===== src/rtl/hub75_pkg.sv =====
// hub75_pkg: shared definitions for the HUB75 source switch.
//   - Bit positions of the 13-bit HUB75 bundle
//     {r1,g1,b1,r2,g2,b2,row_addr[3:0],clk_out,lat,oe}
//   - sw_state_t: handover FSM states
//   - hub75_blank(): builds a bundle with the panel blanked and the row held
package hub75_pkg;

  localparam int HUB75_BUS_W = 13;

  localparam int R1      = 12;
  localparam int G1      = 11;
  localparam int B1      = 10;
  localparam int R2      = 9;
  localparam int G2      = 8;
  localparam int B2      = 7;
  localparam int ROW_MSB = 6;
  localparam int ROW_LSB = 3;
  localparam int CLK_OUT = 2;
  localparam int LAT     = 1;
  localparam int OE      = 0;

  typedef enum logic [1:0] {
    ACTIVE = 2'd0,
    DRAIN  = 2'd1,
    BLANK  = 2'd2,
    SYNC   = 2'd3
  } sw_state_t;

  // Colour, shift clock and latch low; output enable high (oe is active low,
  // so the panel is dark). The row address is kept so the panel's row
  // decoder does not see a spurious change.
  function automatic logic [HUB75_BUS_W-1:0] hub75_blank(input logic [3:0] row);
    logic [HUB75_BUS_W-1:0] b;
    b                  = '0;
    b[R1]              = 1'b0;
    b[G1]              = 1'b0;
    b[B1]              = 1'b0;
    b[R2]              = 1'b0;
    b[G2]              = 1'b0;
    b[B2]              = 1'b0;
    b[ROW_MSB:ROW_LSB] = row;
    b[CLK_OUT]         = 1'b0;
    b[LAT]             = 1'b0;
    b[OE]              = 1'b1;
    return b;
  endfunction

endpackage


===== src/rtl/hub75_sw_debounce.sv =====
// hub75_sw_debounce: two-flop synchroniser plus stability filter for the
// source-select slide switch.
//   clk      in  system clock
//   reset_n  in  asynchronous active-low reset
//   sel_raw  in  unsynchronised switch level
//   sel_db   out debounced level (0 after reset)
// A new level is accepted once the synchronised input has differed from the
// accepted level for DEBOUNCE_CYC consecutive samples; any sample equal to
// the accepted level restarts the count. sel_db reflects the acceptance in
// the same cycle the final sample is present, so the consumer reacts on the
// clock edge that completes the count.
module hub75_sw_debounce
  import hub75_pkg::*;
#(
  parameter int DEBOUNCE_CYC = 500000
) (
  input  logic clk,
  input  logic reset_n,
  input  logic sel_raw,
  output logic sel_db
);

  localparam int CW = (DEBOUNCE_CYC > 1) ? $clog2(DEBOUNCE_CYC) : 1;
  localparam logic [CW-1:0] CNT_LAST = CW'(DEBOUNCE_CYC - 1);

  logic          sync1;
  logic          sync2;
  logic          db_q;
  logic [CW-1:0] cnt;
  logic          accept;

  assign accept = (sync2 != db_q) && (cnt == CNT_LAST);
  assign sel_db = accept ? sync2 : db_q;

  always_ff @(posedge clk or negedge reset_n) begin
    if (!reset_n) begin
      sync1 <= 1'b0;
      sync2 <= 1'b0;
      db_q  <= 1'b0;
      cnt   <= '0;
    end else begin
      sync1 <= sel_raw;
      sync2 <= sync1;
      if (sync2 == db_q) begin
        cnt <= '0;
      end else if (accept) begin
        cnt  <= '0;
        db_q <= sync2;
      end else begin
        cnt <= cnt + CW'(1);
      end
    end
  end

endmodule


===== src/rtl/hub75_src_switch.sv =====
// hub75_src_switch: hands one HUB75 panel between two HUB75 drivers
// (src0 = UAH logo, src1 = GIF) without showing a half-shifted row.
//   clk         in   system clock
//   reset_n     in   asynchronous active-low reset
//   sel_raw     in   raw slide switch, 0 = src0, 1 = src1
//   s0_bus      in   src0 bundle {r1,g1,b1,r2,g2,b2,row[3:0],clk_out,lat,oe}
//   s1_bus      in   src1 bundle, same packing
//   p_bus       out  panel bundle, registered (1-cycle latency)
//   active_src  out  source currently owning the panel
//   busy        out  high while a handover is in progress
//   sw_count    out  completed handovers, 8-bit wrapping
//                    (present only when HUB75_SW_STATUS_EN is defined)
//   dbg_state   out  current handover FSM state
// Handover: ACTIVE -> DRAIN (old source finishes its row, until its lat
// rises or LAT_TIMEOUT) -> BLANK (panel dark for BLANK_CYC cycles, then
// ownership moves) -> SYNC (new source passed with oe forced high until its
// lat falls or LAT_TIMEOUT) -> ACTIVE. The target is frozen on DRAIN entry;
// the switch is re-evaluated once back in ACTIVE.
module hub75_src_switch
  import hub75_pkg::*;
#(
  parameter int DEBOUNCE_CYC = 500000,
  parameter int BLANK_CYC    = 64,
  parameter int LAT_TIMEOUT  = 65536
) (
  input  logic                   clk,
  input  logic                   reset_n,
  input  logic                   sel_raw,
  input  logic [HUB75_BUS_W-1:0] s0_bus,
  input  logic [HUB75_BUS_W-1:0] s1_bus,
  output logic [HUB75_BUS_W-1:0] p_bus,
  output logic                   active_src,
  output logic                   busy,
`ifdef HUB75_SW_STATUS_EN
  output logic [7:0]             sw_count,
`endif
  output sw_state_t              dbg_state
);

  localparam int TW = (LAT_TIMEOUT > 1) ? $clog2(LAT_TIMEOUT) : 1;
  localparam int BW = (BLANK_CYC > 1) ? $clog2(BLANK_CYC) : 1;
  localparam logic [TW-1:0] TMO_LAST   = TW'(LAT_TIMEOUT - 1);
  localparam logic [BW-1:0] BLANK_LAST = BW'(BLANK_CYC - 1);

  sw_state_t              state;
  sw_state_t              state_nx;
  logic                   sel_db;
  logic                   tgt;
  logic [1:0]             lat_q;
  logic [TW-1:0]          tmo_cnt;
  logic [BW-1:0]          blank_cnt;
  logic [HUB75_BUS_W-1:0] cur_bus;
  logic [HUB75_BUS_W-1:0] p_nx;
  logic                   lat_rise;
  logic                   lat_fall;
  logic                   tmo_done;
  logic                   blank_done;
  logic                   take_tgt;
  logic                   switch_done;

  hub75_sw_debounce #(
    .DEBOUNCE_CYC(DEBOUNCE_CYC)
  ) u_debounce (
    .clk     (clk),
    .reset_n (reset_n),
    .sel_raw (sel_raw),
    .sel_db  (sel_db)
  );

  // Everything the panel sees comes from the current owner; during DRAIN
  // that is the old source, during SYNC already the new one.
  assign cur_bus    = active_src ? s1_bus : s0_bus;
  assign lat_rise   = cur_bus[LAT] & ~lat_q[active_src];
  assign lat_fall   = ~cur_bus[LAT] & lat_q[active_src];
  assign tmo_done   = (tmo_cnt == TMO_LAST);
  assign blank_done = (blank_cnt == BLANK_LAST);

  assign busy      = (state != ACTIVE);
  assign dbg_state = state;

  always_comb begin
    state_nx    = state;
    p_nx        = cur_bus;
    take_tgt    = 1'b0;
    switch_done = 1'b0;
    case (state)
      ACTIVE: begin
        if (sel_db != active_src) state_nx = DRAIN;
      end
      DRAIN: begin
        if (lat_rise || tmo_done) state_nx = BLANK;
      end
      BLANK: begin
        p_nx = hub75_blank(p_bus[ROW_MSB:ROW_LSB]);
        if (blank_done) begin
          state_nx = SYNC;
          take_tgt = 1'b1;
        end
      end
      SYNC: begin
        // New source may be mid-row; keep the panel dark until it latches.
        p_nx[OE] = 1'b1;
        if (lat_fall || tmo_done) begin
          state_nx    = ACTIVE;
          switch_done = 1'b1;
        end
      end
      default: state_nx = ACTIVE;
    endcase
  end

  always_ff @(posedge clk or negedge reset_n) begin
    if (!reset_n) begin
      state      <= ACTIVE;
      p_bus      <= hub75_blank(4'd0);
      active_src <= 1'b0;
      tgt        <= 1'b0;
      lat_q      <= 2'b00;
      tmo_cnt    <= '0;
      blank_cnt  <= '0;
    end else begin
      state <= state_nx;
      p_bus <= p_nx;
      lat_q <= {s1_bus[LAT], s0_bus[LAT]};
      if ((state == ACTIVE) && (state_nx == DRAIN)) tgt <= sel_db;
      if (take_tgt) active_src <= tgt;
      // Both counters restart on every state change.
      if (state_nx != state) begin
        tmo_cnt   <= '0;
        blank_cnt <= '0;
      end else begin
        if (!tmo_done) tmo_cnt <= tmo_cnt + TW'(1);
        if ((state == BLANK) && !blank_done) blank_cnt <= blank_cnt + BW'(1);
      end
    end
  end

`ifdef HUB75_SW_STATUS_EN
  always_ff @(posedge clk or negedge reset_n) begin
    if (!reset_n) begin
      sw_count <= 8'd0;
    end else if (switch_done) begin
      sw_count <= sw_count + 8'd1;
    end
  end
`endif

endmodule


===== config.mk =====
export PLATFORM = sky130hd
export DESIGN_NAME = hub75_src_switch
export DESIGN_NICKNAME = d
export VERILOG_FILES = /design/src/rtl/hub75_pkg.sv /design/src/rtl/hub75_sw_debounce.sv /design/src/rtl/hub75_src_switch.sv
export SDC_FILE = /design/constraint.sdc
export NUM_CORES = 1
export LEC_CHECK = 0
export ABC_AREA = 1
export BUFFER_PORTS_ARGS = -buffer_cell sky130_fd_sc_hd__clkbuf_2
export CAP_MARGIN = 15
export CORE_MARGIN = 3
export CORE_UTILIZATION = 57
export DETAILED_ROUTE_END_ITERATION = 16
export PLACE_DENSITY_LB_ADDON = 0.12
export RECOVER_POWER = 50
export SLEW_MARGIN = 20
export SYNTH_ARGS = -nofsm -noshare
export SYNTH_HDL_FRONTEND = slang
export SYNTH_SLANG_ARGS = --single-unit
export TNS_END_PERCENT = 1

===== constraint.sdc =====
create_clock -name clk -period 2.2 [get_ports clk]
set_input_delay 0.44 -clock clk [delete_from_list [all_inputs] [get_ports clk]]
set_output_delay 0.44 -clock clk [all_outputs]
set_load 0.1 [all_outputs]

### Yosys cells after proc, flatten, opt, wreduce, memory -nomap -nowiden

Cells that the tools add are included.

| cells by class | value |
|---|---|
| mux-type cells | 19 |
| reduce and logical (&&, ||, !) cells | 10 |
| add/subtract/negate cells | 3 |
| bitwise operators | 4 |
| equal/unequal tests | 12 |
| order comparisons | 1 |

Operator list:

| cell | number |
|---|---|
| $mux 19 | 2 |
| $mux 16 | 2 |
| $add 19x1->19 const B | 1 |
| $eq 19x19->1 const B | 1 |
| $add 16x1->16 const B | 1 |
| $eq 16x16->1 const B | 1 |
| $mux 13 | 1 |
| $mux 12 | 1 |
| $mux 6 | 2 |
| $mux 2 | 4 |
| $pmux 2 s4 | 1 |
| $add 6x1->6 const B | 1 |
| $eq 6x6->1 const B | 1 |
| $mux 1 | 6 |
| $eq 2x1->1 const B | 2 |
| $eq 2x2->1 const B | 2 |
| $reduce_bool 2->1 | 2 |
| $logic_and 1x1->1 | 3 |
| $and 1x1->1 | 2 |
| $logic_not 2->1 | 1 |
| $logic_or 1x1->1 | 2 |
| $lt 1x2->1 const B | 1 |
| $ne 1x1->1 | 2 |
| $ne 2x1->1 const B | 1 |
| 5 further kinds | 6 |

| storage, ports and cells | value |
|---|---|
| bits in registers | 63 |
| input bits | 29 |
| word-level logic and storage cells | 61 |

### Logic depth before layout (Yosys ltp)

Gate-level depths: netlist of the first run.

| logic depth | value |
|---|---|
| word-level depth | 9 |
| depth in mapped cells | 13 |
| depth with buffers taken out | 12 |

### Hierarchy

Synthesis of the first run repeated with hierarchy kept, for this count alone.

| unflattened totals | value |
|---|---|
| cell total of the unflattened synthesis | 401 |
| area total of the unflattened synthesis | 3285.7 µm² |

Modules (own cells, without submodules):

| module | times used | cells each | area each (µm²) | sequential area each (µm²) |
|---|---|---|---|---|
| hub75_src_switch | 1 | 256 | 2100.8 | 1027.2 |
| hub75_sw_debounce | 1 | 145 | 1184.9 | 550.5 |

### Worst setup path after synthesis of the first run

OpenSTA, ideal clock, no wires.

| path | value |
|---|---|
| kind | register -> register |
| start | register active_src |
| end | register tmo_cnt[12] |
| clock period less this slack | 2323 ps |
| data arrival time | 2201 ps |
| data required time | 2078 ps |
| buffers on the path | 1 |
| slack | -123 ps |
| cell stages (with the launch flop) | 12 |
| library setup time | 122 ps |
| path through | dfrtp_1 > inv_2 > or2_0 > o21ai_2 > inv_1 > nand2_1 > nand3_1 > nand3_2 > nand3_1 > nand2_2 > buf_6 > nor2_2 |

| between the ends | value |
|---|---|
| word-level cells in the longest chain between the ends | 9 |
| elaborated cells on any way between the ends | 17 |

Ends and longest elaborated chain:

| what | line | source |
|---|---|---|
| from (decl) | hub75_src_switch.sv:32 | `output logic active_src,` |
| from (signal assigned) | hub75_src_switch.sv:126 | `if (take_tgt) active_src <= tgt;` |
| $mux 1 (not written as such) (2 in series) | hub75_src_switch.sv:73, hub75_src_switch.sv:74 |  |
| $not 1->1 | hub75_src_switch.sv:73 | `assign lat_rise = cur_bus[LAT] & ~lat_q[active_src];` |
| $and 1x1->1 | hub75_src_switch.sv:73 |  |
| $logic_or 1x1->1 | hub75_src_switch.sv:91 | `if (lat_rise \|\| tmo_done) state_nx = BLANK;` |
| $mux 2 | hub75_src_switch.sv:91 |  |
| $pmux 2 s4 (*) | hub75_src_switch.sv:86 | `case (state)` |
| $ne 2x2->1 (*) | hub75_src_switch.sv:128 | `if (state_nx != state) begin` |
| $ne 2x1->1 (no source line) or $mux 16 (tied branches) | -- |  |
| to (signal assigned) | hub75_src_switch.sv:132 | `if (!tmo_done) tmo_cnt <= tmo_cnt + TW'(1);` |
| to (decl) | hub75_src_switch.sv:50 | `logic [TW-1:0] tmo_cnt;` |

Every way passes the cells marked *; elsewhere a longest branch is shown, timed or not. The select of a mux whose other input is x is not followed.
A chain may end at the register's enable or synchronous reset.

### Final worst setup path of the first run

| path | value |
|---|---|
| start | register state[1], in the netlist dbg_state[1] |
| end | output busy |

| between the ends | value |
|---|---|
| word-level cells in the longest chain between the ends | 1 |

Ends and longest elaborated chain:

| what | line | source |
|---|---|---|
| from (decl) | hub75_src_switch.sv:45 | `sw_state_t state;` |
| from (signal assigned) | hub75_src_switch.sv:122 | `state <= state_nx;` |
| $reduce_bool 2->1 | hub75_src_switch.sv:78 | `assign busy = (state != ACTIVE);` |
| to (decl) | hub75_src_switch.sv:33 | `output logic busy,` |

No other way between the ends.

==> results of run 1 <==
synth_stat cells (all sizes together):
master / count
nand2: 84
nor2: 75
dfrtp: 62
inv: 40
nand3: 28
a21oi: 20
xor2: 17
nand4: 10
o21ai: 10
nor3: 7
xnor2: 4
buf: 3
clkbuf: 3
ha: 3
nor3b: 3
nor4: 2
o21bai: 2
or2: 2
dfstp: 1
mux2i: 1
nand2b: 1
nand3b: 1
worst max path at each step:
stage / cells after the start / slack [ns] / endpoint
3_3_place_gp: 13 / 0.33 / tmo_cnt[6]
3_5_place_dp: 13 / 0.24 / tmo_cnt[2]
4_1_cts: 3 / 0.17 / busy
5_1_grt: 3 / 0.03 / tmo_cnt[5]
6_report: 3 / 0.17 / busy
2_1_floorplan: 2 / -0.04 / busy
metrics by stage:
step                      total power [mW]  utilization  setup TNS [ns]
after floorplan                       2.75            -         -0.0396
after global placement                3.06        0.672               0
after detailed placement              3.10        0.672               0
after CTS                             3.97        0.704               0
after global routing                  4.15        0.701               0
final                                 3.93        0.701               0
kinds of logic (layout without fill, tap and decap cells):
family	Yosys count	count (layout)	share of synthesized area
mux	1	1	0.00318
xor+xnor	21	21	0.0585
simple gates	213	213	0.311
buf+inv	46	108	0.0601
compound gates	32	32	0.0537
flops	63	63	0.502
fa+ha+maj	3	3	0.0119
layout make-up:
| class | count | area [um^2] |
|---|---|---|
| sequential | 63 | 1580 |
| fill | 416 | 1560 |
| multi-input combinational | 270 | 1380 |
| timing repair buffer | 52 | 282 |
| inverter | 40 | 150 |
| clock buffer | 12 | 145 |
| tap | 70 | 87.6 |
| clock inverter | 4 | 22.5 |
repair_timing:
item / CTS / global route
gates resized for setup: 0 / 1
hold buffers: 0 / 0
setup endpoints to repair: 0 / 2
metal layers:
metal | routed length, um | vias to the layer above
li1 | - | 1316
met1 | 2750 | 1231
met2 | 2950 | 71
met3 | 362 | 9
met4 | 113 | 0
met5 | 0 | -
sequential cells by signal, indices dropped and copies added (netlist names):
register          flops
active_src            1
blank_cnt             6
dbg_state             2
lat_q                 2
p_bus                13
tgt                   1
tmo_cnt              16
u_debounce.cnt       19
u_debounce.db_q       1
u_debounce.sync1      1
u_debounce.sync2      1
power by group:
group,internal (mW),leakage [nW],switching [mW]
registers,1.31,0.829,0.0947
logic,0.357,0.832,1.31
clock network,0.434,0.0861,0.428
==> impl_metrics.csv, run 1 <==
group,metric,value,unit
global_routing,grt-busiest-layer,"met2",
sta,max_slew.worst_pin.slew,0.952,ns
synth,yosysSeqAreaShare,0.502,
cts,numCtsBuffers,9,
global_routing,grt_max_degree,38,
sta,slew-limit-headroom,0.365,
global_routing,grt_antenna_before_repair,0,
floorplan,die_x,80.3,um
worst_setup_path,crit_family,"buffers and inverters",
synth,synthTopCellsByArea,"dfrtp_1, nand2_1, nor2_1, xor2_1, inv_1",
final_layout,drive_above_1_share,0.218,
worst_setup_path,cp.arrival,1.59,ns
synth,yosysUniqueCellTypes,30,
global_routing,globalRouteTotalUtil,0.221,
cts,clkSinkCount,63,
synth,avgSynthCellArea,8.30,um^2
sta,finClkSkew,0.00965,ns
job,max-cap-violations,0,
final_layout,final_common_cell,"nand2_1",
final_layout,stdcell_area,3650,um^2
final_layout,nets,468,
final_layout,mostFrequentLayoutCells,"nand2_1, dfrtp_1, nor2_1, clkbuf_2, inv_1",
sta,postLayoutSetupSlackWorst,0.169,ns
worst_setup_path,crit_path_max_fanout,5,
hold_path,hold_class,"in -> async",
worst_setup_path,critPathCaptureType,"output pin",
global_routing,grt_use_met2,0.352,
drt,dr.pass1.iters,4,
worst_setup_path,cp.required,1.76,ns
sta,drv_slew,0,
cts,worstSkewPairLatency,0.34,ns
global_routing,grt_use_met1,0.285,
place,place_area,3500,um^2
sta,setup-violations-final,0,
drt,wirelength,6180,um
sta,fin_crit,2.03,ns
worst_setup_path,critical-path-slowest-cell,"dfrtp_2",
sta,fin_crit_sh,0.923,
worst_setup_path,worstPathBufferInverterCount,2,
worst_setup_path,r2r-end,"tmo_cnt[15]",
global_routing,grt_pass1_vias,2575,
global_routing,gr-total-overflow,0,
floorplan,start_util,0.604,
drt,ant_nets,0,
cts,cts_tree,"built",
final_layout,fin_cells,511,
pwr,irDropWorstVdd,0.00160,V
outcome,status,"completed",
sta,hold_viol,0,
sta,fmax,492,MHz
worst_setup_path,start_kind,"register",
drt,vias,2627,
sta,rsz0062_at_grt,"false",
worst_setup_path,rrSetupSlack,0.21,ns
floorplan,coreArea,5200,um^2
place,hpwl,4510,um
cts,cts_buffer_depth,2,
synth,synth_top_area_share,0.493,
synth,synth_area,3140,um^2
synth,syn_inst,379,
place,placedCellCount,495,
sta,holdWs,0.225,ns
worst_setup_path,worstPathCellList,"nor2_1 > inv_1 > clkbuf_2",
synth,ys_warn_count,0,
place,preCtsSetupSlack,0.238,ns
final_layout,area_growth,16.0,%
floorplan,die_area,6440,um^2
synth,synth.ff_latch_count,63,
floorplan,rows,26,
worst_setup_path,r2r-start,"active_src",
cts,clock-root-buffer,"clkbuf_8",
worst_setup_path,crit_path_start,"dbg_state[1]",
drt,initialDrtViolationCount,145,
drt,wl_per_cell,12.1,um
pwr,power_density,1080,nW/um^2
worst_setup_path,slowest_delay,0.44,ns
drt,drc,0,
floorplan,die_y,80.3,um
cts,cts_max_level,3,
global_routing,grt_first_pass_wirelength,11000,um
worst_setup_path,r2r_cells,11,
cts,path_clk_slew,0.07,ns
cts,cts_setup_buffers,0,
synth,synthesis.nets,411,
drt,vias_per_cell,5.14,
floorplan,boundaryPins,46,
synth,yosysTopAreaCell,"dfrtp_1",
worst_setup_path,crit_type,"reg -> out",
place,port_buffers,45,
place,place.gp.congestion,0.853,
global_routing,use_met3,0.0594,
pwr,power_leakage,1.75,nW
final_layout,antenna_cells,0,
Power figures use the tool's default switching activity.
==> run 2: changes to the inputs <==
CORE_UTILIZATION = 25   (was 57)
clock period = 2.5 ns   (was 2.2 ns; I/O delays follow)
==> run 2 against run 1 <==
Non-clock buffer count is the same. Via count shrank 2.8%. First-iteration DRC count shrank 3.4%. Worst setup slack gained 0.28 ns. Sequential power shrank 11%. Clock skew shrank 0.0061 ns. Critical path depth is the same. Die area grew 120%. Global-route usage shrank 11 points. Wire length grew 13%. Cell area grew 7.5%. Largest cell class unchanged. Highest routed layer unchanged.
==> impl_metrics.csv, run 2 (synthesis gave the netlist of run 1 again) <==
group,metric,value,unit
outcome,status,"completed",
global_routing,grt_pass1_vias,2576,
floorplan,die_x,118,um
final_layout,stdcell_area,3920,um^2
floorplan,coreArea,12200,um^2
sta,rsz0062_at_grt,"false",
sta,slew-limit-headroom,0.161,
floorplan,start_util,0.259,
floorplan,boundaryPins,46,
pwr,power_leakage,1.82,nW
drt,vias_per_cell,4.19,
final_layout,final_common_cell,"nand2_1",
cts,cts_max_level,3,
worst_setup_path,slowest_delay,0.45,ns
cts,numCtsBuffers,9,
final_layout,nets,468,
global_routing,gr-total-overflow,0,
sta,finClkSkew,0.00353,ns
final_layout,antenna_cells,0,
drt,drc,0,
global_routing,globalRouteTotalUtil,0.110,
drt,wl_per_cell,11.5,um
sta,fmax,487,MHz
sta,hold_viol,0,
cts,path_clk_slew,0.05,ns
worst_setup_path,crit_path_max_fanout,5,
floorplan,die_area,14000,um^2
pwr,power_density,1020,nW/um^2
worst_setup_path,crit_family,"flip-flops",
sta,setup-violations-final,0,
place,port_buffers,45,
worst_setup_path,critPathCaptureType,"output pin",
drt,ant_nets,0,
cts,cts_tree,"built",
worst_setup_path,start_kind,"register",
global_routing,grt_first_pass_wirelength,12400,um
final_layout,reg_top3,"u_debounce.cnt: 19 flops, tmo_cnt: 16 flops, p_bus: 13 flops",
worst_setup_path,critical-path-slowest-cell,"dfrtp_1",
floorplan,die_y,118,um
sta,drv_slew,0,
worst_setup_path,worstPathBufferInverterCount,2,
global_routing,grt_antenna_before_repair,0,
final_layout,post-route-util,0.322,
sta,max_slew.worst_pin.slew,1.26,ns
sta,fin_crit_sh,0.821,
drt,wirelength,7000,um
final_layout,regMostFlops,"u_debounce.cnt",
final_layout,largest_register_ffs,19,
final_layout,fillers,1294,
place,place.gp.congestion,0.753,
cts,cts_buffer_depth,2,
cts,clkSinkCount,63,
sta,fin_tns_setup,0,ns
worst_setup_path,cp.required,2.00,ns
floorplan,rows,40,
cts,cts_hold_buf,0,
drt,dr.pass1.iters,4,
cts,cts_setup_buffers,0,
final_layout,area_growth,24.7,%
hold_path,hold_class,"in -> reg",
final_layout,mostFrequentLayoutCells,"nand2_1, dfrtp_1, nor2_1, clkbuf_2, inv_1",
drt,vias,2554,
cts,clock-root-buffer,"clkbuf_16",
worst_setup_path,worstPathCellList,"nor2_1 > inv_1 > clkbuf_2",
cts,post_cts_resized,0,
sta,fin_crit,2.05,ns
cts,worstSkewPairLatency,0.32,ns
worst_setup_path,crit_type,"reg -> out",
job,max-cap-violations,0,
worst_setup_path,rrSetupSlack,0.48,ns
drt,initialDrtViolationCount,140,
final_layout,multi_input_area,1380,um^2
worst_setup_path,cp.arrival,1.55,ns
final_layout,drive_above_1_share,0.206,
place,hpwl,5100,um
place,place_area,3610,um^2
final_layout,regArea,1580,um^2
global_routing,grt_max_degree,44,
pwr,irDropWorstVdd,0.000726,V
-- run 2: cell count changes in the layout (fill, tap and decap cells not counted), moves of 2 or more --
cell       delta
clkbuf_16     +9
clkbuf_8      -8
bufinv_16     +2
clkbuf_1      +2
clkbuf_2      -2
clkinv_2      -2
dfrtp_1       +2
dfrtp_2       -2
-- run 2: metrics by stage --
step / hold WS (ns) / power (mW) / setup slack, ns / cells
after CTS: 0.170 / 4.09 / 0.398 / 609
after global placement: 0.338 / 2.70 / 0.514 / 593
after detailed placement: 0.337 / 2.70 / 0.479 / 593
final: 0.289 / 4.01 / 0.447 / 609
after floorplan: 0.204 / 2.42 / 0.177 / 379
after global routing: 0.274 / 4.25 / 0.199 / 609
-- run 2: per-layer routing --
metal,share of wire,track usage
met1,0.49,0.142
met2,0.44,0.170
met3,0.055,0.0364
met4,0.015,0.0418
met5,0,0
-- run 2: worst paths after layout --
path / start / depth (start not counted) / to
max: dbg_state[0] / 3 / busy
max reg2reg: tmo_cnt[0] / 13 / blank_cnt[1]
min: sel_raw / 1 / u_debounce.sync1
max in group asynchronous: reset_n / 2 / p_bus[0]
min reg2reg: u_debounce.sync1 / 0 / u_debounce.sync2
min in group asynchronous: reset_n / 1 / tmo_cnt[9]
-- run 2: worst register-to-register path, stage by stage, from the launching register on --
cell and delay, ns:
dfrtp_1 0.39, ha_1 0.22, nand3_1 0.13, nor2_4 0.15, nand2_2 0.10, nor2_4 0.11, nand2_2 0.08, nand3_1 0.09
nand3_2 0.12, nor2_1 0.10, inv_1 0.05, nand2_2 0.06, buf_4 0.23, nor2_1 0.07
-- run 2: power by group --
group / internal, mW / leakage, nW / switching (mW)
clock: 0.926 / 0.160 / 0.431
combinational: 0.271 / 0.827 / 1.14
sequential: 1.15 / 0.832 / 0.0893
total: 2.35 / 1.82 / 1.66
-- run 2: cell type report --
cell class / count / share of cell area
timing repair buffer: 52 / 0.0712
clock buffer: 13 / 0.0664
sequential: 63 / 0.402
clock inverter: 3 / 0.0166
multi-input combinational: 270 / 0.351
inverter: 40 / 0.0383
tap: 168 / 0.0536
